$ cat src/rtl/store_queue_mp_pkg.sv
// Shared types and defaults for the multi-port store queue.
package store_queue_mp_pkg;

  localparam int unsigned SQ_DEPTH_DEF = 8;
  localparam int unsigned SQ_IDX_W_DEF = $clog2(SQ_DEPTH_DEF);

  typedef logic [3:0] byte_mask_t;

  typedef struct packed {
    logic                    wrap;
    logic [SQ_IDX_W_DEF-1:0] idx;
  } sq_ptr_t;

  typedef struct packed {
    logic       addr_valid;
    logic [31:0] addr;
    logic [31:0] data;
    byte_mask_t bmask;
  } sq_entry_t;

endpackage

$ cat src/rtl/sq_youngest_sel.sv
// Picks the youngest requesting entry older than tail_idx_i (circular order).
module sq_youngest_sel #(
  parameter int unsigned DEPTH = 8,
  parameter int unsigned IDX_W = $clog2(DEPTH)
) (
  input  logic [DEPTH-1:0] req_i,
  input  logic [IDX_W-1:0] tail_idx_i,
  output logic             found_o,
  output logic [IDX_W-1:0] sel_o
);

  // rot[k] is the entry k+1 positions older than the tail
  logic [DEPTH-1:0] rot;

  always_comb begin
    for (int unsigned k = 0; k < DEPTH; k++) begin
      rot[k] = req_i[IDX_W'(tail_idx_i - IDX_W'(k) - IDX_W'(1))];
    end
  end

  always_comb begin
    found_o = 1'b0;
    sel_o   = '0;
    for (int unsigned k = DEPTH; k > 0; k--) begin
      if (rot[k-1]) begin
        found_o = 1'b1;
        sel_o   = IDX_W'(tail_idx_i - IDX_W'(k));
      end
    end
  end

endmodule

$ cat src/rtl/store_queue_mp.sv
// Multi-port store queue: N-wide dispatch/retire, OoO resolve, per-byte
// load forwarding with unresolved-address detection, in-order D-cache drain.
module store_queue_mp
  import store_queue_mp_pkg::*;
#(
  parameter int unsigned SQ_DEPTH   = SQ_DEPTH_DEF,
  parameter int unsigned DISPATCH_W = 3,
  parameter int unsigned RETIRE_W   = 3,
  parameter int unsigned LD_PORTS   = 2,
  localparam int unsigned IDX_W = $clog2(SQ_DEPTH),
  localparam int unsigned PTR_W = IDX_W + 1,
  localparam int unsigned DC_W  = $clog2(DISPATCH_W + 1),
  localparam int unsigned RC_W  = $clog2(RETIRE_W + 1)
) (
  input  logic                          clock_i,
  input  logic                          reset_i,
  input  logic [DC_W-1:0]               disp_count_i,
  output logic [PTR_W-1:0]              sq_tail_o,
  output logic [DC_W-1:0]               sq_spots_o,
  input  logic                          res_valid_i,
  input  logic [PTR_W-1:0]              res_ptr_i,
  input  logic [31:0]                   res_addr_i,
  input  logic [31:0]                   res_data_i,
  input  byte_mask_t                    res_bmask_i,
  input  logic [LD_PORTS-1:0]           ld_valid_i,
  input  logic [LD_PORTS-1:0][31:0]     ld_addr_i,
  input  logic [LD_PORTS-1:0][PTR_W-1:0] ld_tail_i,
  output logic [LD_PORTS-1:0][31:0]     ld_data_o,
  output logic [LD_PORTS-1:0][3:0]      ld_fwd_mask_o,
  output logic [LD_PORTS-1:0]           ld_unknown_o,
  input  logic                          restore_valid_i,
  input  logic [PTR_W-1:0]              restore_tail_i,
  input  logic [RC_W-1:0]               retire_count_i,
  output logic                          cache_valid_o,
  output logic [31:0]                   cache_addr_o,
  output logic [31:0]                   cache_data_o,
  output byte_mask_t                    cache_bmask_o,
  input  logic                          cache_ready_i
);

  sq_entry_t        ent_q [SQ_DEPTH];
  sq_entry_t        ent_d [SQ_DEPTH];
  logic [PTR_W-1:0] head_q, head_d, commit_q, commit_d, tail_q, tail_d;
  logic [PTR_W-1:0] occ, free_cnt;
  logic             drain;

  assign occ        = PTR_W'(tail_q - head_q);
  assign free_cnt   = PTR_W'(PTR_W'(SQ_DEPTH) - occ);
  assign sq_spots_o = (32'(free_cnt) > DISPATCH_W) ? DC_W'(DISPATCH_W) : DC_W'(free_cnt);
  assign sq_tail_o  = tail_q;

  assign cache_valid_o = (head_q != commit_q);
  assign cache_addr_o  = ent_q[head_q[IDX_W-1:0]].addr;
  assign cache_data_o  = ent_q[head_q[IDX_W-1:0]].data;
  assign cache_bmask_o = ent_q[head_q[IDX_W-1:0]].bmask;
  assign drain         = cache_valid_o & cache_ready_i;

  always_comb begin
    ent_d    = ent_q;
    head_d   = PTR_W'(head_q + PTR_W'(drain));
    commit_d = PTR_W'(commit_q + PTR_W'(retire_count_i));
    tail_d   = tail_q;
    // A rollback overrides any dispatch presented in the same cycle
    if (restore_valid_i) begin
      tail_d = restore_tail_i;
    end else begin
      tail_d = PTR_W'(tail_q + PTR_W'(disp_count_i));
      for (int unsigned k = 0; k < DISPATCH_W; k++) begin
        if (k < 32'(disp_count_i)) begin
          ent_d[IDX_W'(tail_q[IDX_W-1:0] + IDX_W'(k))].addr_valid = 1'b0;
        end
      end
    end
    if (res_valid_i) begin
      ent_d[res_ptr_i[IDX_W-1:0]] = '{addr_valid: 1'b1, addr: res_addr_i,
                                      data: res_data_i, bmask: res_bmask_i};
    end
  end

  always_ff @(posedge clock_i or posedge reset_i) begin
    if (reset_i) begin
      head_q   <= '0;
      commit_q <= '0;
      tail_q   <= '0;
      for (int unsigned i = 0; i < SQ_DEPTH; i++) ent_q[i] <= '0;
    end else begin
      head_q   <= head_d;
      commit_q <= commit_d;
      tail_q   <= tail_d;
      ent_q    <= ent_d;
    end
  end

  logic retire_ok_c, restore_ok_c;

  always_comb begin
    retire_ok_c = 1'b1;
    for (int unsigned k = 0; k < RETIRE_W; k++) begin
      if (k < 32'(retire_count_i) &&
          !ent_q[IDX_W'(commit_q[IDX_W-1:0] + IDX_W'(k))].addr_valid) begin
        retire_ok_c = 1'b0;
      end
    end
  end

  assign restore_ok_c = !restore_valid_i ||
                        (PTR_W'(restore_tail_i - head_q) >= PTR_W'(commit_d - head_q));

  always @(posedge clock_i) begin
    if (!reset_i) begin
      assert (retire_ok_c) else $error("store_queue_mp: retiring a store with unresolved address");
      assert (restore_ok_c) else $error("store_queue_mp: restore_tail older than commit");
    end
  end

  logic                    unused_res_wrap;
  logic [2*LD_PORTS-1:0]   unused_ld_lo;
  assign unused_res_wrap = res_ptr_i[IDX_W];

  for (genvar p = 0; p < LD_PORTS; p++) begin : g_ld
    logic [PTR_W-1:0]          span;
    logic [SQ_DEPTH-1:0]       in_rng, unres;
    logic [3:0][SQ_DEPTH-1:0]  req;
    logic [3:0]                found;
    logic [3:0][IDX_W-1:0]     sel;

    assign unused_ld_lo[2*p +: 2] = ld_addr_i[p][1:0];
    assign span = PTR_W'(ld_tail_i[p] - head_q);

    // Age window is [head, ld_tail) measured relative to head
    always_comb begin
      for (int unsigned i = 0; i < SQ_DEPTH; i++) begin
        in_rng[i] = ld_valid_i[p] && (32'(span) <= SQ_DEPTH) &&
                    (32'(IDX_W'(IDX_W'(i) - head_q[IDX_W-1:0])) < 32'(span));
        unres[i]  = in_rng[i] && !ent_q[i].addr_valid;
        for (int unsigned b = 0; b < 4; b++) begin
          req[b][i] = in_rng[i] && ent_q[i].addr_valid && ent_q[i].bmask[b] &&
                      (ent_q[i].addr[31:2] == ld_addr_i[p][31:2]);
        end
      end
    end

    assign ld_unknown_o[p] = |unres;

    for (genvar b = 0; b < 4; b++) begin : g_byte
      sq_youngest_sel #(.DEPTH(SQ_DEPTH), .IDX_W(IDX_W)) u_sel (
        .req_i      (req[b]),
        .tail_idx_i (ld_tail_i[p][IDX_W-1:0]),
        .found_o    (found[b]),
        .sel_o      (sel[b])
      );
      assign ld_data_o[p][8*b +: 8] = found[b] ? ent_q[sel[b]].data[8*b +: 8] : 8'h00;
      assign ld_fwd_mask_o[p][b]    = found[b];
    end
  end

endmodule

$ cat config.mk
export PLATFORM = sky130hd
export DESIGN_NAME = store_queue_mp
export DESIGN_NICKNAME = d
export VERILOG_FILES = /design/src/rtl/store_queue_mp_pkg.sv /design/src/rtl/sq_youngest_sel.sv /design/src/rtl/store_queue_mp.sv
export SDC_FILE = /design/constraint.sdc
export NUM_CORES = 2
export LEC_CHECK = 0
export ABC_AREA = 1
export CAP_MARGIN = 40
export CORE_MARGIN = 1
export CORE_UTILIZATION = 58
export DETAILED_ROUTE_END_ITERATION = 7
export DONT_BUFFER_PORTS = 1
export HOLD_SLACK_MARGIN = 0.15
export PLACE_DENSITY = 0.83
export SYNTH_ARGS = -nofsm -noshare
export SYNTH_HDL_FRONTEND = slang
export SYNTH_SLANG_ARGS = --single-unit
$ cat constraint.sdc
create_clock -name clock_i -period 26.9 [get_ports clock_i]
set_clock_uncertainty 0.1 [all_clocks]
set_input_delay 6.725 -clock clock_i [delete_from_list [all_inputs] [get_ports clock_i]]
set_output_delay 6.725 -clock clock_i [all_outputs]
set_load 0.02 [all_outputs]
==> impl_metrics.csv <==
group,metric,value,unit
outcome,outcome,"finished with violations",
outcome,violations,"design-rule violations",
clock_network,insertion_delay,0.62,ns
global_routing,grt_pass1_vias,48200,
worst_setup_path,critPathMaxFanout,70,
layout,fin_cells,8797,
timing,period_share,71.6,%
yosys,ys.warnings.count,0,
layout,drive_gt1_share,5.20,%
yosys,ys_ff_latch,564,
timing,max_freq,51.9,MHz
global_routing,grt.total_usage,41.7,%
yosys,ys_seq_area_share,29.5,%
floorplanning,start_util,59.0,%
clock_network,path_clk_slew,0.05,ns
layout,fill_cells,7699,
yosys,synthCells,7989,
global_routing,grt_most_used_layer,"met2",
clock_network,cts_resized,0,
yosys,synth_flop_cell,"dfrtp_1",
hold_path,min_path_type,"register to register",
yosys,async_flop_share,100,%
floorplanning,num_rows,104,
clock_network,cts_setup_buffers,0,
routing,ant_nets,0,
routing,drt_iter0_markers,7948,
global_routing,use_met2,63.0,%
layout,nNetsFinal,7877,
worst_setup_path,crit_required,20.08,ns
yosys,synth_cell_types,59,
routing,vias_per_cell,6.04,
global_routing,grt_pass1_wl,272,mm
clock_network,cts-root-buf,"clkbuf_16",
worst_setup_path,path_common_cell,"nand2_1",
floorplanning,core_area,0.0811,sq mm
floorplanning,die_w,289,um
worst_setup_path,reg2reg_from,"head_q[1]$_DFF_PP0_",
placed_design,dp_hpwl,121,mm
clock_network,numCtsBuffers,70,
timing,rsz0062_at_grt,"false",
global_routing,met3_usage,11.3,%
run,drv_cap,0,
worst_setup_path,crit_start,"ld_tail_i[0]",
routing,wl_per_cell,20.2,um
power,p_total,4590,uW
hold_path,hold_depth,2,
placed_design,gp_congestion,1.02,
hold_path,worstHoldStart,"ent_q[451]$_DFFE_PP0P_",
clock_network,cts.sinks,564,
yosys,syn-num-nets,8189,
worst_setup_path,reg2regPathDepth,9,
timing,worst_slew_pin_slew,1.01,ns
power,p_leak,0.0257,uW
global_routing,antenna_found_initial,7,
layout,area_growth,4.80,%
routing,dr.pass1.iters,8,
timing,finalCriticalPeriod,19.25,ns
clock_network,htree_levels,3,
yosys,synth_edf_count,0,
floorplanning,dieArea,0.0837,sq mm
timing,relSlewSlack,32.6,%
placed_design,placedCellCount,8662,
placed_design,io_buffers,0,
power,ir_worst_vdd,0.0622,mV
worst_setup_path,slowest_stage,"nand2_4",
global_routing,overflow,0,
timing,hold_viol,0,
floorplanning,die_height,289,um
yosys,syn_area,0.0479,sq mm
worst_setup_path,critPathCaptureType,"output pin",
global_routing,gr-usage-met1,55.5,%
yosys,avgSynthCellArea,5.99,sq um
power,p_per_area,91.5,mW/mm^2
worst_setup_path,slowest_delay,0.58,ns
timing,setup_viol,0,
clock_network,cts_hold_buf,0,
routing,num_vias,53100,
routing,drc_errors,8,
floorplanning,ioPinCount,308,
worst_setup_path,cp-start-kind,"primary input",
routing,wirelength,178,mm
worst_setup_path,critical_path_class,"primary input to output pin",
timing,setup_tns,0,ns
clock_network,clock_path_buffers,3,
timing,slew_viol_final,0,
clock_network,cts_tree,"done",
global_routing,grt_max_degree,171,
worst_setup_path,arrival,12.43,ns
==> per-layer routing <==
layer	vias to the layer above	share of wire (%)	wire [um]
li1	24800	-	-
met1	24200	38	67800
met2	3444	43	75800
met3	658	14	25200
met4	6	5.2	9240
met5	-	0.021	38
==> kinds of logic after synthesis <==
group | Yosys count | share of synthesized area, %
AND/OR/NAND/NOR | 4689 | 40.3
AO/OA/AOI/OAI | 1343 | 14.9
buffers and inverters | 1139 | 10.2
flip-flops | 564 | 29.5
XOR/XNOR | 211 | 3.86
adder cells (fa/ha/maj) | 41 | 1.18
multiplexers | 2 | 0.0418
==> state kept, by name (all words and copies together) (netlist names) <==
register   count
commit_q       4
sq_tail_o      4
ent_q        552
head_q         4
==> metrics by stage <==
step / hold slack, ns / worst slack (ns) / instance area, sq um / util [%]
finish: 0.380 / 7.65 / 50200 / 61.9
CTS: 0.382 / 7.78 / 50100 / 61.8
floorplan: 0.348 / 4.30 / 47900 / -
global route: 0.408 / 7.29 / 50200 / 61.9
detailed placement: 0.369 / 7.83 / 47700 / 58.9
global placement: 0.361 / 7.80 / 47300 / 58.3
==> worst max-delay path: cells and delay by family <==
family	cells	cell delay, ns
simple gates	19	3.34
fa+ha+maj	3	1.08
buf+inv	3	0.69
compound gates	2	0.53
==> synthesized netlist by cell type, types with 36 or more instances <==
cell type / n / share of area [%]
nand2_1: 3145 / 25
inv_2: 66 / 0.52
clkbuf_1: 237 / 1.9
nand3_1: 593 / 6.2
o21ai_0: 867 / 9.1
inv_1: 610 / 4.8
a21oi_1: 249 / 2.6
buf_2: 79 / 0.83
buf_4: 79 / 1.2
nor2_1: 693 / 5.4
xor2_1: 92 / 1.7
buf_1: 36 / 0.28
o21ai_1: 50 / 0.52
xnor2_1: 119 / 2.2
nand4_1: 87 / 1.1
nand2_2: 46 / 0.60
a31oi_1: 72 / 0.94
dfrtp_1: 564 / 29
==> power by group <==
part           switching [uW]  leakage [uW]  internal, uW
sequential                222       0.00708          1020
combinational            1680        0.0174           653
clock                     406       0.00119           609
total                    2310        0.0257          2280
==> cell type report <==
class | instances | area [sq um] | area share [%]
Sequential cell | 564 | 14100 | 28.2
Tap cell | 1060 | 1330 | 2.64
Inverter | 682 | 2580 | 5.15
Clock inverter | 32 | 422 | 0.841
Antenna cell | 5 | 12.5 | 0.0249
Multi-Input combinational cell | 6286 | 28900 | 57.6
Clock buffer | 95 | 2000 | 3.98
Timing Repair Buffer | 73 | 808 | 1.61
==> layout by cell type (no fill, tap or decap), types with 13 or more instances in the layout <==
master and n:
nand2_1 3145, o21ai_0 867, nor2_1 693, inv_1 606, nand3_1 593, dfrtp_1 561, a21oi_1 249, xnor2_1 118
xor2_1 92, nand4_1 87, a31oi_1 72, clkbuf_16 72, inv_2 66, o21ai_1 50, buf_4 50, nand2_2 46
nand3_2 34, ha_1 34, a221oi_1 30, o22ai_1 25, nor3_1 15, nand3b_1 15, clkinv_2 14, nand2_4 13
==> worst paths after layout <==
check,end,slack (ns)
setup / recovery,ld_data_o[29],7.65
setup reg to reg,head_q[2]$_DFF_PP0_,23.39
max in group asynchronous,head_q[0]$_DFF_PP0_,17.95
hold reg to reg,ent_q[451]$_DFFE_PP0P_,0.38
min in group asynchronous,ent_q[423]$_DFFE_PP0P_,6.00
hold / removal,ent_q[451]$_DFFE_PP0P_,0.38
Note: power is estimated with default switching activity, not from simulation.
